[src/rtl/alu_accum_seq.sv]
// ---------------------------------------------------------------------------
// alu_accum_seq
//
// Purpose:
//   Sequential ALU with a single accumulator. An operation is accepted with
//   an in_valid/in_ready handshake. Operand A is either num1 or the current
//   accumulator, and operand B is num2. Logic ops, ADD, SUB and PASS finish
//   one cycle after accept. MULT is a shift-add multiplier that handles one
//   multiplier bit per cycle and finishes WIDTH cycles after accept.
//   When an operation finishes, its result goes into the accumulator and
//   out_valid pulses for one cycle. An op that overflows sets the sticky
//   overflow flag and parks the FSM in RUN_ERROR until err_clr is asserted.
//
// Configuration macro:
//   ALU_SATURATE_EN - when defined, an overflowing ADD/MULT result clamps to
//                     all-ones and a SUB underflow clamps to zero. The
//                     overflow flag and the entry into RUN_ERROR behave the
//                     same with or without this macro.
//
// Ports:
//   clk        in   rising-edge clock for all state
//   rst        in   synchronous reset, active low
//   on         in   power enable; 0 steers the FSM toward OFF
//   in_valid   in   operation request strobe
//   in_ready   out  an operation can be accepted this cycle
//   op         in   000 AND, 001 OR, 010 NOT, 011 XOR,
//                   100 ADD, 101 SUB, 110 MULT, 111 PASS
//   load       in   1: A = num1, 0: A = accumulator
//   num1       in   WIDTH-bit load operand
//   num2       in   WIDTH-bit operand B
//   err_clr    in   clears the error state while in RUN_ERROR
//   out_valid  out  one-cycle pulse after a result is written
//   outputVal  out  accumulator contents
//   overflow   out  sticky overflow flag
//   state      out  current FSM state
//   next       out  combinational next FSM state
// ---------------------------------------------------------------------------
module alu_accum_seq #(
    parameter int WIDTH = 8
) (
    input  logic             clk,
    input  logic             rst,
    input  logic             on,
    input  logic             in_valid,
    output logic             in_ready,
    input  logic [2:0]       op,
    input  logic             load,
    input  logic [WIDTH-1:0] num1,
    input  logic [WIDTH-1:0] num2,
    input  logic             err_clr,
    output logic             out_valid,
    output logic [WIDTH-1:0] outputVal,
    output logic             overflow,
    output logic [1:0]       state,
    output logic [1:0]       next
);

    typedef enum logic [1:0] {
        S_OFF       = 2'b00,
        S_READY     = 2'b01,
        S_RUN       = 2'b10,
        S_RUN_ERROR = 2'b11
    } state_t;

    localparam logic [2:0] OP_AND  = 3'b000;
    localparam logic [2:0] OP_OR   = 3'b001;
    localparam logic [2:0] OP_NOT  = 3'b010;
    localparam logic [2:0] OP_XOR  = 3'b011;
    localparam logic [2:0] OP_ADD  = 3'b100;
    localparam logic [2:0] OP_SUB  = 3'b101;
    localparam logic [2:0] OP_MULT = 3'b110;
    localparam logic [2:0] OP_PASS = 3'b111;

    localparam int CW = (WIDTH > 1) ? $clog2(WIDTH) : 1;

    state_t               r_state;
    logic [WIDTH-1:0]     r_acc;
    logic                 r_overflow;
    logic                 r_outValid;
    logic [WIDTH-1:0]     r_a;
    logic [WIDTH-1:0]     r_b;
    logic [2:0]           r_op;
    logic [CW-1:0]        r_count;
    logic [2*WIDTH-1:0]   r_prod;
    logic [2*WIDTH-1:0]   r_mcand;
    logic [WIDTH-1:0]     r_mplier;

    state_t               w_next;
    logic                 w_accept;
    logic                 w_done;
    logic [WIDTH-1:0]     w_opA;
    logic [WIDTH:0]       w_sum;
    logic [WIDTH-1:0]     w_diff;
    logic [2*WIDTH-1:0]   w_prodNext;
    logic [WIDTH-1:0]     w_result;
    logic                 w_ovf;

    assign in_ready  = rst && (r_state == S_READY) && on;
    assign w_accept  = in_ready && in_valid;
    assign w_opA     = load ? num1 : r_acc;

    assign w_sum      = {1'b0, r_a} + {1'b0, r_b};
    assign w_diff     = r_a - r_b;
    assign w_prodNext = r_prod + (r_mplier[0] ? r_mcand : '0);

    // An op is finished on its first RUN cycle, except MULT. MULT finishes
    // once the last multiplier bit has been folded into the product.
    assign w_done = (r_state == S_RUN) &&
                    ((r_op != OP_MULT) || (r_count == CW'(WIDTH - 1)));

    assign state     = r_state;
    assign next      = w_next;
    assign outputVal = r_acc;
    assign overflow  = r_overflow;
    assign out_valid = r_outValid;

    // Result and overflow for the op in flight. For MULT, the value is the
    // product that includes the final partial term, so it is valid in the
    // same cycle that w_done rises.
    always_comb begin
        w_result = '0;
        w_ovf    = 1'b0;
        case (r_op)
            OP_AND:  w_result = r_a & r_b;
            OP_OR:   w_result = r_a | r_b;
            OP_NOT:  w_result = ~r_a;
            OP_XOR:  w_result = r_a ^ r_b;
            OP_ADD: begin
                w_result = w_sum[WIDTH-1:0];
                w_ovf    = w_sum[WIDTH];
`ifdef ALU_SATURATE_EN
                if (w_sum[WIDTH]) begin
                    w_result = '1;
                end
`endif
            end
            OP_SUB: begin
                w_result = w_diff;
                w_ovf    = (r_a < r_b);
`ifdef ALU_SATURATE_EN
                if (r_a < r_b) begin
                    w_result = '0;
                end
`endif
            end
            OP_MULT: begin
                w_result = w_prodNext[WIDTH-1:0];
                w_ovf    = |w_prodNext[2*WIDTH-1:WIDTH];
`ifdef ALU_SATURATE_EN
                if (|w_prodNext[2*WIDTH-1:WIDTH]) begin
                    w_result = '1;
                end
`endif
            end
            OP_PASS: w_result = r_a;
            default: w_result = r_a;
        endcase
    end

    // Next-state decode. Reset always wins. In RUN_ERROR, err_clr takes
    // priority over dropping 'on'. Dropping 'on' during RUN does not abort
    // the op; it only affects where the FSM goes once the op finishes.
    always_comb begin
        w_next = r_state;
        if (!rst) begin
            w_next = S_OFF;
        end else begin
            case (r_state)
                S_OFF: begin
                    w_next = on ? S_READY : S_OFF;
                end
                S_READY: begin
                    if (!on) begin
                        w_next = S_OFF;
                    end else if (in_valid) begin
                        w_next = S_RUN;
                    end
                end
                S_RUN: begin
                    if (w_done) begin
                        if (w_ovf) begin
                            w_next = S_RUN_ERROR;
                        end else if (!on) begin
                            w_next = S_OFF;
                        end else begin
                            w_next = S_READY;
                        end
                    end
                end
                S_RUN_ERROR: begin
                    if (err_clr) begin
                        w_next = S_READY;
                    end else if (!on) begin
                        w_next = S_OFF;
                    end
                end
                default: w_next = S_OFF;
            endcase
        end
    end

    // All state lives here. On accept, the operands are captured and the
    // multiplier sequencer is primed. While MULT is in RUN, the multiplicand
    // shifts left, the multiplier shifts right, and one partial term is added
    // per cycle. The accumulator changes only on completion. The overflow
    // flag is cleared only when err_clr is asserted in RUN_ERROR.
    always_ff @(posedge clk) begin
        if (!rst) begin
            r_state    <= S_OFF;
            r_acc      <= '0;
            r_overflow <= 1'b0;
            r_outValid <= 1'b0;
            r_a        <= '0;
            r_b        <= '0;
            r_op       <= OP_AND;
            r_count    <= '0;
            r_prod     <= '0;
            r_mcand    <= '0;
            r_mplier   <= '0;
        end else begin
            r_state    <= w_next;
            r_outValid <= w_done;
            if (w_accept) begin
                r_a      <= w_opA;
                r_b      <= num2;
                r_op     <= op;
                r_count  <= '0;
                r_prod   <= '0;
                r_mcand  <= {{WIDTH{1'b0}}, w_opA};
                r_mplier <= num2;
            end
            if ((r_state == S_RUN) && (r_op == OP_MULT)) begin
                r_prod   <= w_prodNext;
                r_mcand  <= r_mcand << 1;
                r_mplier <= r_mplier >> 1;
                r_count  <= r_count + 1'b1;
            end
            if (w_done) begin
                r_acc <= w_result;
                if (w_ovf) begin
                    r_overflow <= 1'b1;
                end
            end
            if ((r_state == S_RUN_ERROR) && err_clr) begin
                r_overflow <= 1'b0;
            end
        end
    end

endmodule

[config.mk]
export PLATFORM = sky130hd
export DESIGN_NAME = alu_accum_seq
export DESIGN_NICKNAME = d
export VERILOG_FILES = /design/src/rtl/alu_accum_seq.sv
export SDC_FILE = /design/constraint.sdc
export NUM_CORES = 1
export LEC_CHECK = 0
export BUFFER_PORTS_ARGS = -buffer_cell sky130_fd_sc_hd__buf_2
export CAP_MARGIN = 20
export CORE_UTILIZATION = 45
export CTS_BUF_LIST = sky130_fd_sc_hd__clkbuf_16
export DETAILED_ROUTE_END_ITERATION = 8
export PLACE_DENSITY = 0.59
export SLEW_MARGIN = 0
export SYNTH_ARGS = -nofsm -noshare
export SYNTH_HDL_FRONTEND = slang
export SYNTH_SLANG_ARGS = --single-unit
[constraint.sdc]
create_clock -name clk -period 7 [get_ports clk]
set_input_delay 0.35 -clock clk [delete_from_list [all_inputs] [get_ports clk]]
set_output_delay 0.35 -clock clk [all_outputs]
set_load 0.02 [all_outputs]
; ---- Word level (Yosys, flattened, before mapping)
; Cells that the tools add are included.
[op_classes]
n_addsub = 4
magnitude_cmp = 1
eq_ne = 12
mux = 21
n_bitwise = 5
n_reduce_logical = 14
[ops]
columns = operator, n
row1 = $mux W16, 5
row2 = $pmux W8 S8, 1
row3 = $add A16 B16 Y16, 1
row4 = $eq A3 B3 Y1 const B, 5
row5 = $mux W2, 7
row6 = $mux W7, 2
row7 = $add A8 B8 Y9, 1
row8 = $and A8 B8 Y8, 1
row9 = $lt A8 B8 Y1, 1
row10 = $mux W8, 1
row11 = $not A8 Y8, 1
row12 = $or A8 B8 Y8, 1
row13 = $pmux W2 S4, 1
row14 = $reduce_or A8 Y1, 1
row15 = $sub A8 B8 Y8, 1
row16 = $xor A8 B8 Y8, 1
row17 = $eq A3 B2 Y1 const B, 2
row18 = $logic_and A1 B1 Y1, 6
row19 = $mux W3, 2
row20 = $eq A2 B2 Y1 const B, 2
row21 = $reduce_or A2 Y1, 2
row22 = $add A3 B1 Y3 const B, 1
row23 = $eq A3 B1 Y1 const B, 1
row24 = $logic_not A3 Y1, 1
row25 = 9 further kinds, 9
[totals]
register_bits = 74
input_bits = 25
word_cells = 70

; ---- Logic depth before layout (Yosys ltp)
[depth]
word_depth = 8
depth_mapped = 12
mapped_depth_nobuf = 12

; ---- Least setup slack after synthesis
; OpenSTA, ideal clock, no wires.
[synth_path]
path_type = reg-to-output
start = reg r_mplier[0]
end = out next[1]
t_arrival_ns = 2.834
required_time_ns = 6.650
path_slack_ns = 3.816
path_stages_with_launch = 12
cell_sequence = dfxtp_1 clkbuf_1 and2_1 ha_1 a211oi_1 o21ai_0 a31o_2 a211oi_1 a21oi_1 nand4_1 o21ai_1 a211oi_1
[synth_between]
elab_chain_len = 8
[synth_rtl]
columns = item, line
row1 = from (decl), 86  ; logic [WIDTH-1:0] r_mplier;
row2 = from (signal assigned), 230  ; r_mplier <= num2;
row3 = from (signal assigned), 235  ; r_mplier <= r_mplier >> 1;
row4 = $mux W16, 104  ; assign w_prodNext = r_prod + (r_mplier[0] ? r_mcand : '0);
row5 = $add A16 B16 Y16, 104
row6 = $reduce_or A8 Y1, 148  ; w_ovf = |w_prodNext[2*WIDTH-1:WIDTH];
row7 = $pmux W1 S3, 123  ; case (r_op)
row8 = $mux W2, 181  ; if (w_ovf) begin
row9 = $mux W2, 180  ; if (w_done) begin
row10 = $pmux W2 S4, 168  ; case (r_state)
row11 = $mux W2, 165  ; if (!rst) begin
row12 = to (decl), 55  ; output logic [1:0] next
; No other way between the ends.

; ---- Worst setup path in the final report
[layout_path]
start = reg r_mplier[0]
end = out next[0]
; The elaborated chain is that of the path after synthesis.

==> metrics.md <==
| Metric | Value |
|---|---|
| Die Y-Extent | `108 um` |
| Clk buf depth | `2` |
| Crit Path Class | `register to output port` |
| Maximum vdd drop | `131 uV` |
| Final Max Tran Viols | `0` |
| Post-Route WL | `14.3 mm` |
| Global-route wire length before repair | `23.1 mm` |
| Initial core utilization | `46.2%` |
| Pleak | `2.16 nW` |
| Synthesized area per cell | `7.66 um^2` |
| Post-cts hold buffer count | `0` |
| # fillers | `1,073` |
| Pin count of the biggest net entering global routing | `54` |
| Data arrival, critical path | `3630 ps` |
| Crit path launch type | `register` |
| Switching Share | `23.5%` |
| Antenna violations before repair | `0` |
| Routed vias | `4,860` |
| Final setup vio count | `0` |
| Peak fanout along the critical path | `17` |
| Area grow syn2layout | `11.5%` |
| Total die area | `11,600 um^2` |
| Drt pass-1 iters | `5` |
| Most common cell on crit path | `a21oi_1` |
| Buf+Inv Stages, Crit Path | `1` |
| Post-Synthesis Cell Area | `5010 um^2` |
| Sequential share of power | `45.8%` |
| Slew headroom | `33.5%` |
| TritonCTS buffer count | `9` |
| Layout cells sized above 1 | `10.8%` |
| Total power | `0.933 mW` |
| FFs w/ async S/R, synth | `0%` |
| Top post-synthesis cells by area | `dfxtp_1 (30%), ha_1 (10%), a21oi_1 (7.2%)` |
| Setup TNS | `0 ps` |
| Final worst setup slack | `3020 ps` |
| Final hold slack | `260 ps` |
| Least-Margin Pin Slew | `996 ps` |
| WP data required | `6650 ps` |
| Routed Antenna Nets | `0` |
| Period utilization | `56.8%` |
| Max-Cap Viols | `0` |
| Cell count after placement | `800` |
| Nets | `741` |
| Die X | `108 um` |
| Top-area cell type share of the netlist area | `29.6%` |
| Post-synth cell types | `60` |
| Main synth FF type | `dfxtp_1` |
| #FFs+latches synth | `74` |
| Clock power share | `49.1%` |
| GRT Total Usage | `25.7%` |
| Path category of the worst min-delay check | `input port to register` |
| Count of final hold-check violations | `0` |
| PortBufs | `39` |
| RSZ-0062 raised after global routing | `no` |
| Power Dens Cells | `167 nW/um^2` |
| Drt drc | `0` |
| Hpwl dp | `10.2 mm` |
| Peak Freq | `251 MHz` |
| Worst path cell trace | `and2_1, ha_1, fa_1, a21oi_1, a2bb2oi_2, a211oi_1, or3_1, a21oi_1, nand4_1, a21oi_1, a211oi_1, buf_2` |
| Synth Warn # | `0` |
| Mapped Cells | `654` |
| Element type at the critical path end | `output port` |
| Post-CTS resize count | `0` |
| Top delay family on crit path | `compound AO/OA/AOI/OAI gates` |
| Clock skew | `5.88 ps` |
| Worst path max stage delay | `480 ps` |
| Placer congestion estimate | `0.940` |
| CTS tree | `built` |
| Worst-path clk slew | `60 ps` |
| Final core utilization | `51.5%` |
| Grt ovf | `0` |
| DP Worst Slack | `3420 ps` |
| Finished Cell Area | `5590 um^2` |
| Post-synthesis sequential area ratio | `29.6%` |
| Status | `completed` |
| Core region area | `10,800 um^2` |
| Vias in the first global route | `4,515` |
| Period minus WS final | `3980 ps` |
| FP Rows | `38` |
| Wire length per cell | `17.5 um` |
| Post-DP Area | `5290 um^2` |
| Area leader, netlist | `dfxtp_1` |
| Num ports | `40` |
| Net count after synthesis | `723` |
| TritonCTS Sinks | `74` |
| DR iter-0 viols | `347` |
| Clock Latency Late Sink | `330 ps` |
| FF-to-FF setup slack | `3760 ps` |
| P_int | `0.714 mW` |
| Via-per-instance ratio | `5.96` |
| Clk root buf | `clkbuf_16` |
| Number of synthesized flops with an enable pin | `0` |
| P_sw | `0.220 mW` |
| N_diodes | `0` |
| CP max stage cell | `dfxtp_1` |
| Fin cells | `816` |
| Postcts setup bufs | `0` |
| Logic pwr share | `5.1%` |
| CTS HTree Levels | `3` |
[kinds of logic (layout without fill, tap and decap cells)]
family          Yosys count  in the layout  synth area share (%)
buf+inv                  69             91                  5.32
fa+ha+maj                44             44                  11.4
xor+xnor                 11             11                  1.92
flops                    74             74                  29.6
compound gates          216            216                  28.0
mux                      14             14                  2.85
simple gates            226            226                  20.9
[routing by layer]
metal,wire [um],vias to the layer above,GRT usage [%],part of all wire [%]
met4,153,0,6.75,1.1
met3,811,14,4.00,5.7
met1,7090,2302,37.3,50
met5,0,-,0,0
met2,6260,150,39.3,44
li1,-,2394,-,-
[path summary, 6_finish.rpt]
kind                                   from        to  cells after the start
worst min-delay path                  op[2]   r_op[2]                      3
worst max-delay path            r_mplier[0]   next[0]                     12
worst min register to register     overflow  overflow                      1
worst max register to register  r_mplier[0]  overflow                     11
[cells in the mapped netlist (6+ instances only)]
cell type / instances
a211oi_1: 13
a21o_1: 7
a21oi_1: 72
a221oi_1: 12
a22oi_1: 6
a31oi_1: 21
and2_1: 19
clkbuf_1: 30
dfxtp_1: 74
ha_1: 41
inv_1: 27
mux2i_1: 12
nand2_1: 93
nand3_1: 27
nor2_1: 42
nor2b_1: 19
nor3_1: 8
o21a_1: 6
o21ai_0: 29
xnor2_1: 9
[sequential cells by signal (all words and copies together) (netlist names)]
name and flops:
r_mcand 16, r_prod 16, outputVal 8, r_a 8, r_b 8, r_mplier 8
r_count 3, r_op 3, state 2, out_valid 1, overflow 1
[tightest hold or removal path, cell delays in order]
cell	delay (ps)
buf_2	100
nand2_1	50
a21oi_1	50
[final cells by class]
cell class / count / area (um^2) / area share, %
multi-input combinational: 511 / 3270 / 58.6
sequential: 74 / 1480 / 26.5
timing repair buffer: 48 / 269 / 4.81
clock buffer: 9 / 225 / 4.03
tap: 140 / 175 / 3.13
inverter: 28 / 105 / 1.88
clock inverter: 6 / 58.8 / 1.05
[placed cells by master (no fill, tap or decap), types with 6 or more instances in the layout]
cell type,n
buf_2,39
a21oi_1,72
a221oi_1,12
o21ai_0,29
mux2i_1,12
nand3_1,26
o21a_1,6
a22oi_1,6
a21o_1,7
xnor2_1,9
ha_1,41
nand2_1,93
nor2b_1,19
buf_4,8
nor2_1,42
a211oi_1,13
clkbuf_16,9
and2_1,19
nor3_1,7
inv_1,27
dfxtp_1,74
a31oi_1,21
[power by group through the flow]
stage	combinational, mW	sequential [mW]	clock, mW
floorplan	0.0313	0.435	0
global placement	0.0466	0.436	0
detailed placement	0.0472	0.436	0
CTS	0.0475	0.427	0.461
global route	0.0528	0.427	0.480
finish	0.0478	0.427	0.458
Note: power is estimated with default switching activity, not from simulation.
